**src/rtl/uart_rx_word_packer_pkg.sv**
```systemverilog
// uart_pkg: shared types and default parameters for the UART RX word packer.
//   pack_state_t       - packer FSM states
//   DEF_FIFO_DEPTH     - default byte FIFO depth (power of two, >= 2)
//   DEF_TIMEOUT_CYCLES - default idle clocks before a partial word is emitted
package uart_pkg;

    typedef enum logic {
        S_COLLECT = 1'b0,
        S_OUT     = 1'b1
    } pack_state_t;

    localparam int DEF_FIFO_DEPTH     = 16;
    localparam int DEF_TIMEOUT_CYCLES = 50000;

endpackage

```
**src/rtl/uart_rx_word_packer_if.sv**
```systemverilog
// uart_rx_word_packer_if: byte input side, flush, word output side and FIFO
// level of the word packer, bundled into one interface.
//   slave  - the packer: consumes bytes/flush/word_ready, drives the rest
//   master - the environment: drives bytes/flush/word_ready
import uart_pkg::*;

interface uart_rx_word_packer_if #(
    parameter int FIFO_DEPTH = DEF_FIFO_DEPTH
);
    localparam int LVL_W = $clog2(FIFO_DEPTH) + 1;

    logic [7:0]       in_data;
    logic             in_valid;
    logic             in_ready;
    logic             flush;
    logic [31:0]      word_data;
    logic [2:0]       word_bytes;
    logic             word_valid;
    logic             word_ready;
    logic [LVL_W-1:0] fifo_level;

    modport slave (
        input  in_data, in_valid, flush, word_ready,
        output in_ready, word_data, word_bytes, word_valid, fifo_level
    );

    modport master (
        output in_data, in_valid, flush, word_ready,
        input  in_ready, word_data, word_bytes, word_valid, fifo_level
    );
endinterface

```
**src/rtl/uart_rx_word_packer_byte_fifo.sv**
```systemverilog
// uart_byte_fifo: synchronous byte FIFO, no bypass (a byte written at one
// edge is visible on rdata only after that edge).
//   clk, rstn     - clock, async active-low reset (pointers/level only)
//   push, wdata   - write strobe and byte; ignored when full
//   pop, rdata    - read strobe; rdata shows the head byte combinationally
//   full, empty   - occupancy flags derived from the registered level
//   level         - current occupancy, 0..DEPTH
import uart_pkg::*;

module uart_byte_fifo #(
    parameter int DEPTH = DEF_FIFO_DEPTH,
    parameter int AW    = $clog2(DEPTH)
) (
    input  logic        clk,
    input  logic        rstn,
    input  logic        push,
    input  logic [7:0]  wdata,
    input  logic        pop,
    output logic [7:0]  rdata,
    output logic        full,
    output logic        empty,
    output logic [AW:0] level
);
    logic [7:0]    mem [DEPTH];
    logic [AW-1:0] wr_ptr;
    logic [AW-1:0] rd_ptr;
    logic          do_push;
    logic          do_pop;

    assign full    = (level == (AW+1)'(DEPTH));
    assign empty   = (level == '0);
    assign do_push = push && !full;
    assign do_pop  = pop && !empty;
    assign rdata   = mem[rd_ptr];

    // Storage carries no reset; only pointers and level define the contents.
    always_ff @(posedge clk) begin
        if (do_push) mem[wr_ptr] <= wdata;
    end

    // Pointers are AW bits wide, so they wrap modulo DEPTH for free.
    always_ff @(posedge clk or negedge rstn) begin
        if (!rstn) begin
            wr_ptr <= '0;
            rd_ptr <= '0;
            level  <= '0;
        end else begin
            if (do_push) wr_ptr <= wr_ptr + 1'b1;
            if (do_pop)  rd_ptr <= rd_ptr + 1'b1;
            case ({do_push, do_pop})
                2'b10:   level <= level + 1'b1;
                2'b01:   level <= level - 1'b1;
                default: level <= level;
            endcase
        end
    end
endmodule

```
**src/rtl/uart_rx_word_packer.sv**
```systemverilog
// uart_rx_word_packer: buffers received UART bytes in a FIFO and packs them
// little-endian into 32-bit words. A word is emitted when four bytes are
// collected, or earlier with fewer bytes on flush or after an idle timeout.
//   clk, rstn - clock, async active-low reset
//   bus       - slave modport: in_data/in_valid/in_ready byte input, flush,
//               word_data/word_bytes/word_valid/word_ready output, fifo_level
import uart_pkg::*;

module uart_rx_word_packer #(
    parameter int FIFO_DEPTH     = DEF_FIFO_DEPTH,
    parameter int TIMEOUT_CYCLES = DEF_TIMEOUT_CYCLES
) (
    input  logic                  clk,
    input  logic                  rstn,
    uart_rx_word_packer_if.slave  bus
);
    localparam int AW    = $clog2(FIFO_DEPTH);
    localparam int CNT_W = $clog2(TIMEOUT_CYCLES);

    pack_state_t      state, state_n;
    logic [1:0]       byte_idx, byte_idx_n;
    logic [31:0]      data_q, data_n;
    logic [2:0]       bytes_q, bytes_n;
    logic [CNT_W-1:0] idle_cnt;
    logic             pop;
    logic             timeout;
    logic             fifo_full;
    logic             fifo_empty;
    logic [7:0]       fifo_rdata;
    logic [AW:0]      fifo_level;

    uart_byte_fifo #(.DEPTH(FIFO_DEPTH)) u_fifo (
        .clk   (clk),
        .rstn  (rstn),
        .push  (bus.in_valid && !fifo_full),
        .wdata (bus.in_data),
        .pop   (pop),
        .rdata (fifo_rdata),
        .full  (fifo_full),
        .empty (fifo_empty),
        .level (fifo_level)
    );

    assign bus.in_ready   = !fifo_full;
    assign bus.fifo_level = fifo_level;
    assign bus.word_valid = (state == S_OUT);
    assign bus.word_data  = data_q;
    assign bus.word_bytes = bytes_q;

    // The counter never passes TIMEOUT_CYCLES-1: at that value the FSM
    // either leaves S_COLLECT or a pop clears it.
    assign timeout = (idle_cnt == CNT_W'(TIMEOUT_CYCLES - 1));

    always_ff @(posedge clk or negedge rstn) begin
        if (!rstn) begin
            state    <= S_COLLECT;
            byte_idx <= '0;
            data_q   <= '0;
            bytes_q  <= '0;
            idle_cnt <= '0;
        end else begin
            state    <= state_n;
            byte_idx <= byte_idx_n;
            data_q   <= data_n;
            bytes_q  <= bytes_n;
            if (pop || state == S_OUT || byte_idx == 2'd0) idle_cnt <= '0;
            else                                            idle_cnt <= idle_cnt + 1'b1;
        end
    end

    always_comb begin
        state_n    = state;
        byte_idx_n = byte_idx;
        data_n     = data_q;
        bytes_n    = bytes_q;
        pop        = 1'b0;
        case (state)
            S_COLLECT: begin
                if (!fifo_empty) begin
                    // A pop always wins over flush/timeout.
                    pop                           = 1'b1;
                    data_n[{byte_idx, 3'b000} +: 8] = fifo_rdata;
                    byte_idx_n                    = byte_idx + 1'b1;
                    if (byte_idx == 2'd3) begin
                        state_n = S_OUT;
                        bytes_n = 3'd4;
                    end
                end else if (byte_idx != 2'd0 && (bus.flush || timeout)) begin
                    state_n = S_OUT;
                    bytes_n = {1'b0, byte_idx};
                end
            end
            S_OUT: begin
                if (bus.word_ready) begin
                    state_n    = S_COLLECT;
                    byte_idx_n = '0;
                    data_n     = '0;
                    bytes_n    = '0;
                end
            end
            default: state_n = S_COLLECT;
        endcase
    end
endmodule
```
**src/flat_wrapper.sv**
```systemverilog
// flat-port wrapper written by rule: the top's interface ports become plain ports
module uart_rx_word_packer_flat 
#(
    parameter int FIFO_DEPTH     = DEF_FIFO_DEPTH,
    parameter int TIMEOUT_CYCLES = DEF_TIMEOUT_CYCLES
)
  (clk, rstn, bus_in_data, bus_in_valid, bus_flush, bus_word_ready, bus_in_ready, bus_word_data, bus_word_bytes, bus_word_valid, bus_fifo_level);
  uart_rx_word_packer_if #(.FIFO_DEPTH(FIFO_DEPTH)) bus_i ();
  input  logic clk;
  input  logic rstn;
  input wire logic [$bits(bus_i.in_data)-1:0] bus_in_data;
  input wire logic [$bits(bus_i.in_valid)-1:0] bus_in_valid;
  input wire logic [$bits(bus_i.flush)-1:0] bus_flush;
  input wire logic [$bits(bus_i.word_ready)-1:0] bus_word_ready;
  output wire logic [$bits(bus_i.in_ready)-1:0] bus_in_ready;
  output wire logic [$bits(bus_i.word_data)-1:0] bus_word_data;
  output wire logic [$bits(bus_i.word_bytes)-1:0] bus_word_bytes;
  output wire logic [$bits(bus_i.word_valid)-1:0] bus_word_valid;
  output wire logic [$bits(bus_i.fifo_level)-1:0] bus_fifo_level;
  assign bus_i.in_data = bus_in_data;
  assign bus_i.in_valid = bus_in_valid;
  assign bus_i.flush = bus_flush;
  assign bus_i.word_ready = bus_word_ready;
  assign bus_in_ready = bus_i.in_ready;
  assign bus_word_data = bus_i.word_data;
  assign bus_word_bytes = bus_i.word_bytes;
  assign bus_word_valid = bus_i.word_valid;
  assign bus_fifo_level = bus_i.fifo_level;
  uart_rx_word_packer #(.FIFO_DEPTH(FIFO_DEPTH), .TIMEOUT_CYCLES(TIMEOUT_CYCLES)) u_core (.clk(clk), .rstn(rstn), .bus(bus_i));
endmodule
```
**config.mk**
```make
export PLATFORM = sky130hd
export DESIGN_NAME = uart_rx_word_packer_flat
export DESIGN_NICKNAME = d
export VERILOG_FILES = /design/src/rtl/uart_rx_word_packer_pkg.sv /design/src/rtl/uart_rx_word_packer_if.sv /design/src/rtl/uart_rx_word_packer_byte_fifo.sv /design/src/rtl/uart_rx_word_packer.sv /design/src/flat_wrapper.sv
export SDC_FILE = /design/constraint.sdc
export NUM_CORES = 1
export LEC_CHECK = 0
export CAP_MARGIN = 20
export CORE_ASPECT_RATIO = 1.2
export CORE_UTILIZATION = 35
export DETAILED_ROUTE_END_ITERATION = 10
export SYNTH_ARGS = -nofsm -noshare
export SYNTH_HDL_FRONTEND = slang
export SYNTH_SLANG_ARGS = --single-unit
```
**constraint.sdc**
```tcl
create_clock -name clk -period 2.75 [get_ports clk]
set_input_delay 0.55 -clock clk [delete_from_list [all_inputs] [get_ports clk]]
set_output_delay 0.55 -clock clk [all_outputs]
set_load 0.03 [all_outputs]
```
== Word level (Yosys, flattened, before mapping) ==
Memory sizes are Yosys's and may differ from the RTL's.
Cells that the tools add are included.

* $lt $le $gt $ge: 0
* Reductions and logical operators: 15
* $add $sub $neg: 7
* $mul: 0
* Bitwise logic cells: 1
* Equal/unequal tests: 9
* Shift operators: 2
* Divide/modulo/power cells: 0
* Mux-type cells: 23

{| class="wikitable"
|+ Operators with widths
! cell !! number
|-
| two-way mux 32 bit || 2
|-
| one-hot mux 32 bit (2 select lines) || 1
|-
| bitwise mux 32 bit || 1
|-
| variable shift 8 x 7 -> 32 bit, first input constant || 1
|-
| indexed part select 8 x 7 -> 32 bit || 1
|-
| adder 16 x 1 -> 16 bit, second input constant || 1
|-
| == test 16 bit, second input constant || 1
|-
| two-way mux 16 bit || 1
|-
| two-way mux 3 bit || 4
|-
| one-hot mux 5 bit (2 select lines) || 1
|-
| adder 4 x 1 -> 4 bit, second input constant || 2
|-
| two-way mux 1 bit || 8
|-
| negation 5 -> 7 bit || 1
|-
| one-hot mux 3 bit (2 select lines) || 1
|-
| adder 5 x 1 -> 5 bit, second input constant || 1
|-
| == test 5 bit, second input constant || 1
|-
| zero test 5 bit || 1
|-
| subtractor 5 x 1 -> 5 bit, second input constant || 1
|-
| == test 2 bit, second input constant || 2
|-
| logical AND 1 bit || 4
|-
| two-way mux 2 bit || 2
|-
| != test 2 bit, second input constant || 2
|-
| one-hot mux 2 bit (2 select lines) || 1
|-
| nonzero test 2 bit || 2
|-
| 11 further kinds || 14
|}

* RAM bits: 128
* Word-level logic and storage cells: 66
* Bits in registers: 67
* Memory bits (read-only): 0
* Memories kept: 1
* Bits in latches: 0

{| class="wikitable"
|+ Memories
! name !! words !! bits a word !! read ports !! clocked after Yosys merged registers in !! wr ports !! RTL line !! text
|-
| u_core.u_fifo.mem || 16 || 8 || 1 || 0 || 1 || uart_rx_word_packer_byte_fifo.sv:24 || <nowiki>logic [7:0] mem [DEPTH];</nowiki>
|}

== Depth between registers and ports, before layout ==
* Word-level depth: 6
* Depth in mapped cells: 12

== Modules after synthesis ==
From an unflattened synthesis, not the netlist that was laid out.

* Cell total of the unflattened synthesis: 523
* Area, all modules: 8,081.5 um2

{| class="wikitable"
|+ By module, submodules not included
! module !! area an instance (um2) !! times used !! cells an instance
|-
| uart_byte_fifo || 5,779.3 || 1 || 332
|-
| uart_rx_word_packer || 2,302.2 || 1 || 191
|}

== Worst setup path before layout ==
OpenSTA, ideal clock, no wires.

* Path kind: reg2reg
* Start point: reg u_core.u_fifo.level[1]
* End point: reg u_core.u_fifo.level[4]
* Required time: 2,616 ps
* Setup slack: -206 ps
* Period minus slack after synthesis: 2,956 ps
* Library setup time: 134 ps
* Path buffers: 3
* Arrival: 2,822 ps
* Stages on the path, launching flop included: 13
* Cell sequence: dfrtp_1 -> buf_2 -> or4_4 -> o21a_1 -> buf_2 -> ha_1 -> clkbuf_1 -> xor2_1 -> ha_1 -> o21a_1 -> o21ai_0 -> a22oi_1 -> xnor2_1

* Cells in the longest elaborated chain, start to end: 6

{| class="wikitable"
|+ RTL lines
! what !! RTL line !! text
|-
| from (decl) || uart_rx_word_packer_byte_fifo.sv:22 || <nowiki>output logic [AW:0] level</nowiki>
|-
| from (signal assigned) || uart_rx_word_packer_byte_fifo.sv:51 || <nowiki>2'b10: level <= level + 1'b1;</nowiki>
|-
| from (signal assigned) || uart_rx_word_packer_byte_fifo.sv:52 || <nowiki>2'b01: level <= level - 1'b1;</nowiki>
|-
| from (signal assigned) || uart_rx_word_packer_byte_fifo.sv:53 || <nowiki>default: level <= level;</nowiki>
|-
| zero test 5 bit / == test 5 bit (equally long branches) || uart_rx_word_packer_byte_fifo.sv:31, uart_rx_word_packer_byte_fifo.sv:30 ||
|-
| two-way mux 1 bit / zero test 1 bit (equally long branches) || uart_rx_word_packer.sv:79, uart_rx_word_packer_byte_fifo.sv:32, uart_rx_word_packer.sv:35 ||
|-
| two-way mux 1 bit / logical AND 1 bit (equally long branches) || uart_rx_word_packer.sv:77, uart_rx_word_packer.sv:35 ||
|-
| logical AND 1 bit, on equally long branches || uart_rx_word_packer_byte_fifo.sv:33, uart_rx_word_packer_byte_fifo.sv:32 ||
|-
| == test 2 x 1 -> 1 bit / == test 2 bit (equally long branches) || uart_rx_word_packer_byte_fifo.sv:50 || <nowiki>case ({do_push, do_pop})</nowiki>
|-
| one-hot mux 5 bit (2 select lines) / nonzero test 2 bit (equally long branches) || - ||
|}

Parallel ways exist; a longest one is shown, timed or not.
A chain may end at the register's enable or synchronous reset.

== Worst setup path after layout ==
* Start point: reg u_core.u_fifo.level[2]
* End point: out bus_in_ready

* Cells in the longest elaborated chain, start to end: 2

{| class="wikitable"
|+ RTL lines
! what !! RTL line !! text
|-
| == test 5 bit || uart_rx_word_packer_byte_fifo.sv:30 || <nowiki>assign full = (level == (AW+1)'(DEPTH));</nowiki>
|-
| zero test 1 bit || uart_rx_word_packer.sv:44 || <nowiki>assign bus.in_ready = !fifo_full;</nowiki>
|-
| to (decl) || flat_wrapper.sv:15 || <nowiki>output wire logic [$bits(bus_i.in_ready)-1:0] bus_in_ready;</nowiki>
|}

Every way passes these cells.

==> impl_summary.md <==
Worst setup path
The worst setup path category is flop to output port. The critical register-to-register path endpoint is u_core.u_fifo.level[3]$_DFFE_PN0P_. In this run the worst path has a maximum fanout of 8. The worst setup path is captured at an output port. The length in cells of the worst reg-to-reg path is 8. The worst register-to-register path has a setup slack of 170 ps.

In this run the critical register-to-register path is launched from u_core.u_fifo.level[1]$_DFFE_PN0P_. STA classifies the critical path startpoint as a flop. STA puts the critical path data arrival time at 2080 ps.

The required time at the endpoint of the critical path is 2200 ps.

Logic synthesis
Summing the areas of all compound-gate instances in the mapped netlist gives 7.21% of the synthesized area. The number of flops mapped to enable cells by yosys is 128. Yosys mapped the design onto 53 distinct sky130hd cell types. Each instance of the synthesized netlist takes up on average 15.4 um^2. The commonest cells after synthesis are edfxtp_1 (128), dfrtp_1 (67), mux4_2 (32). The share of Yosys cell area claimed by the top area cell type is 46.3%. Of the total synthesized cell area, the portion taken by full adders, half adders and majority gates is 2.11%.

The multiplexer share of the synthesized area is 10.9%. Yosys printed 0 warnings. The most common cell in the synthesized netlist is edfxtp_1.

The number of storage elements in the synthesis netlist is between 150 and 200. The post-synthesis sequential area ratio is between 60 and 70%. In the synthesized netlist the dominant register cell turns out to be edfxtp_1. The main combinational cell family by area after synthesis is multiplexers.

Counting flops with an async set or reset pin after synthesis yields a share of about 34%. The library cell with the largest summed area after synthesis is edfxtp_1. Sorting the synthesized cells by area gives the leading types as edfxtp_1 (46%), dfrtp_1 (20%), mux4_2 (8.7%).

Counting every instance in the synthesized netlist gives 538. The number of nets in the synthesized netlist is 565. After Yosys synthesis, XOR and XNOR cells account for 2.64% of the synthesized area. The synthesized netlist devotes 8.58% of its cell area to simple gates. The synthesized netlist occupies a cell area of 8300 um^2.

STA
Across all setup checks in the final design, the least slack found is 116 ps. The final count of negative-setup-slack endpoints is 0. For the pin with the worst max-slew slack, the measured transition is between 800 and 900 ps.

The worst setup skew after layout is 17.8 ps. The final period demand of the worst path is 2630 ps. For this run, the top clock speed supported by timing is 380 MHz. Headroom to the max-slew limit came out at 41.2%. The total count of max-transition violations in the final report is 0. Setup repair after global routing left no endpoint under its margin.

The final critical path takes up 95.8% of the cycle. The hold violation count in the final report is 0. The total negative setup slack is 0 ps.

GRT
The via count of the first global-routing pass is about 5k. Global routing finished with a remaining overflow of 0. Across every metal layer, demand over resource in global routing totals between 10% and 20%. The global routing stage identified its most utilized layer as met2. The first global-routing pass estimated 28,800 um of wire.

The met3 usage in global routing is 2.66%. The global-route met2 utilization is 26.7%. The met1 routing resource usage after global routing is 20.7%. The initial antenna violation count is 0. Entering global routing, the biggest net connects just under 70 pins.

Clock network
The clock tree root driver cell is clkbuf_16. TritonCTS built the clock tree. The H-tree was split into 4 levels. The post-CTS setup-driven buffer insertion count is 0.

The number of buffers created by CTS is 17. In this run, post-CTS hold repair placed 0 buffers. After clock tree synthesis, the clock-pin slew on the worst setup and hold paths is 80 ps.

The largest buffer count on any clock path is 2. The source-to-sink clock delay at the later pin of the worst-skew pair is 440 ps. The TritonCTS sink count is 195.

Hold path
The worst hold path class is input pin to async pin.

Routing
For this run, design rule violations remaining after detail routing come to 0. The via count is 4,904. After detailed routing, the total wire length is 18,500 um. The initial DRC count is 289. The count of TritonRoute iterations in the first routing pass is 4. In the routed layout, each cell is associated on average with a via count of approximately 5.2.

Once detail routing completed, the nets flagged for antenna violations numbered 0. In the final routed layout, each cell accounts on average for a little under 20 um.

Place
The placed wire-length estimate after detailed placement is 12,500 um. The final weighted congestion in routability-driven placement is 0.833. During placement, the flow inserted port buffers numbering 54. The pre-CTS worst setup slack is 170 ps.

Pwr
The worst ir drop on vdd is 543 uV. The power per cell area is about 1000 nW/um^2. For this design the static power due to leakage is 3.72 nW.

Status
The run finished with clean final reports.

Die
The floorplan step set the die height to ~170 um. The initial cell density of the core is 35.8%. The die covers 24,300 um^2. The number of rows in the core area is 61.

The width of the chip is 143 um. The I/O pin count is 55. The total area inside the core boundary comes to 23,200 um^2.

Finish
The number of inserted diodes is 0. The post-route netlist has 19.3% of its cells at a drive strength greater than 1. The number of nets in the finished design is 646. The area growth from synthesis to final layout is 20.8%.

Flow run
The number of maximum-capacitance violations is 0.
cells by family after synthesis:
kind of cell | Yosys count
and+or+nand+nor | 131
DFF | 195
AOI/OAI and AO/OA | 84
adders and majority gates | 14
xor gates and xnor gates | 25
muxes | 50
buffers and inverters | 39
state kept, by name (all words and copies together), names as in the netlist:
name                   flops
u_core.bus.word_data      32
u_core.u_fifo.rd_ptr       4
u_core.byte_idx            2
u_core.u_fifo.level        5
u_core.idle_cnt           16
u_core.bus.word_valid      1
u_core.u_fifo.mem        128
u_core.bus.word_bytes      3
u_core.u_fifo.wr_ptr       4
stage by stage:
step	hold slack [ps]	std cells	total power [mW]	utilization, %	area (um^2)
after global routing	393	947	10.9	43.2	10000
after CTS	350	947	10.5	43.2	10000
final	318	947	10.5	43.2	10000
after floorplan	254	538	6.53	-	8340
after detailed placement	469	915	7.98	40.5	9400
after global placement	465	915	7.88	40.5	9400
cells in the final DEF, fill, tap and decap left out, drive strengths merged, types with 3 or more instances in the layout:
cell	instances
edfxtp	128
dfrtp	67
clkdlybuf4s50	53
buf	34
mux4	32
nor2	30
nor3	25
inv	21
xnor2	18
nand3	17
o22ai	17
clkbuf	17
mux2i	16
a21o	16
nand2	14
ha	14
o211ai	13
a211o	9
a21oi	8
or3b	8
clkinv	8
xor2	7
o21ai	7
nand4	6
nor4	6
and2	4
nor3b	4
o2111ai	4
nand2b	3
o31ai	3
critical path, cell delays in order (launching register included):
cell and delay [ps]:
dfrtp_2 480, nor4_2 350, buf_4 180, nand2_1 50
clkdlybuf4s50_1 590
cell type report:
class                      count  area [um^2]
timing repair buffer          87          808
multi-input combinational    304         2630
inverter                      14         52.6
tap                          315          394
sequential                   195         5520
fill                        2151        13200
clock inverter                15          196
clock buffer                  17          425
report_power, final:
group / switching, mW / internal, mW / total, mW
Combinational: 2.30 / 1.64 / 3.94
Clock: 1.29 / 1.26 / 2.55
Sequential: 0.353 / 3.61 / 3.96
per-layer routing:
metal / wire [um] / vias up
met5: 0 / -
li1: - / 2259
met2: 9260 / 127
met1: 7920 / 2490
met4: 409 / 0
met3: 872 / 28
repair_timing:
action                                  CTS  global route
endpoints found under the hold margin     0             0
resized for setup                         0             1
endpoints found under the setup margin    0             1
worst max path at each step:
stage / from / endpoint / slack, ps / cells after the start
4_1_cts: u_core.u_fifo.level[2]$_DFFE_PN0P_ / bus_in_ready / 20 / 4
5_1_grt: u_core.u_fifo.level[2]$_DFFE_PN0P_ / bus_in_ready / 3 / 4
2_1_floorplan: u_core.u_fifo.level[1]$_DFFE_PN0P_ / u_core.u_fifo.level[4]$_DFFE_PN0P_ / 6 / 12
3_5_place_dp: bus_in_valid / u_core.u_fifo.level[4]$_DFFE_PN0P_ / 170 / 10
6_report: u_core.u_fifo.level[2]$_DFFE_PN0P_ / bus_in_ready / 120 / 4
3_3_place_gp: bus_in_valid / u_core.u_fifo.level[4]$_DFFE_PN0P_ / 230 / 10
Note: power is estimated with default switching activity, not from simulation.
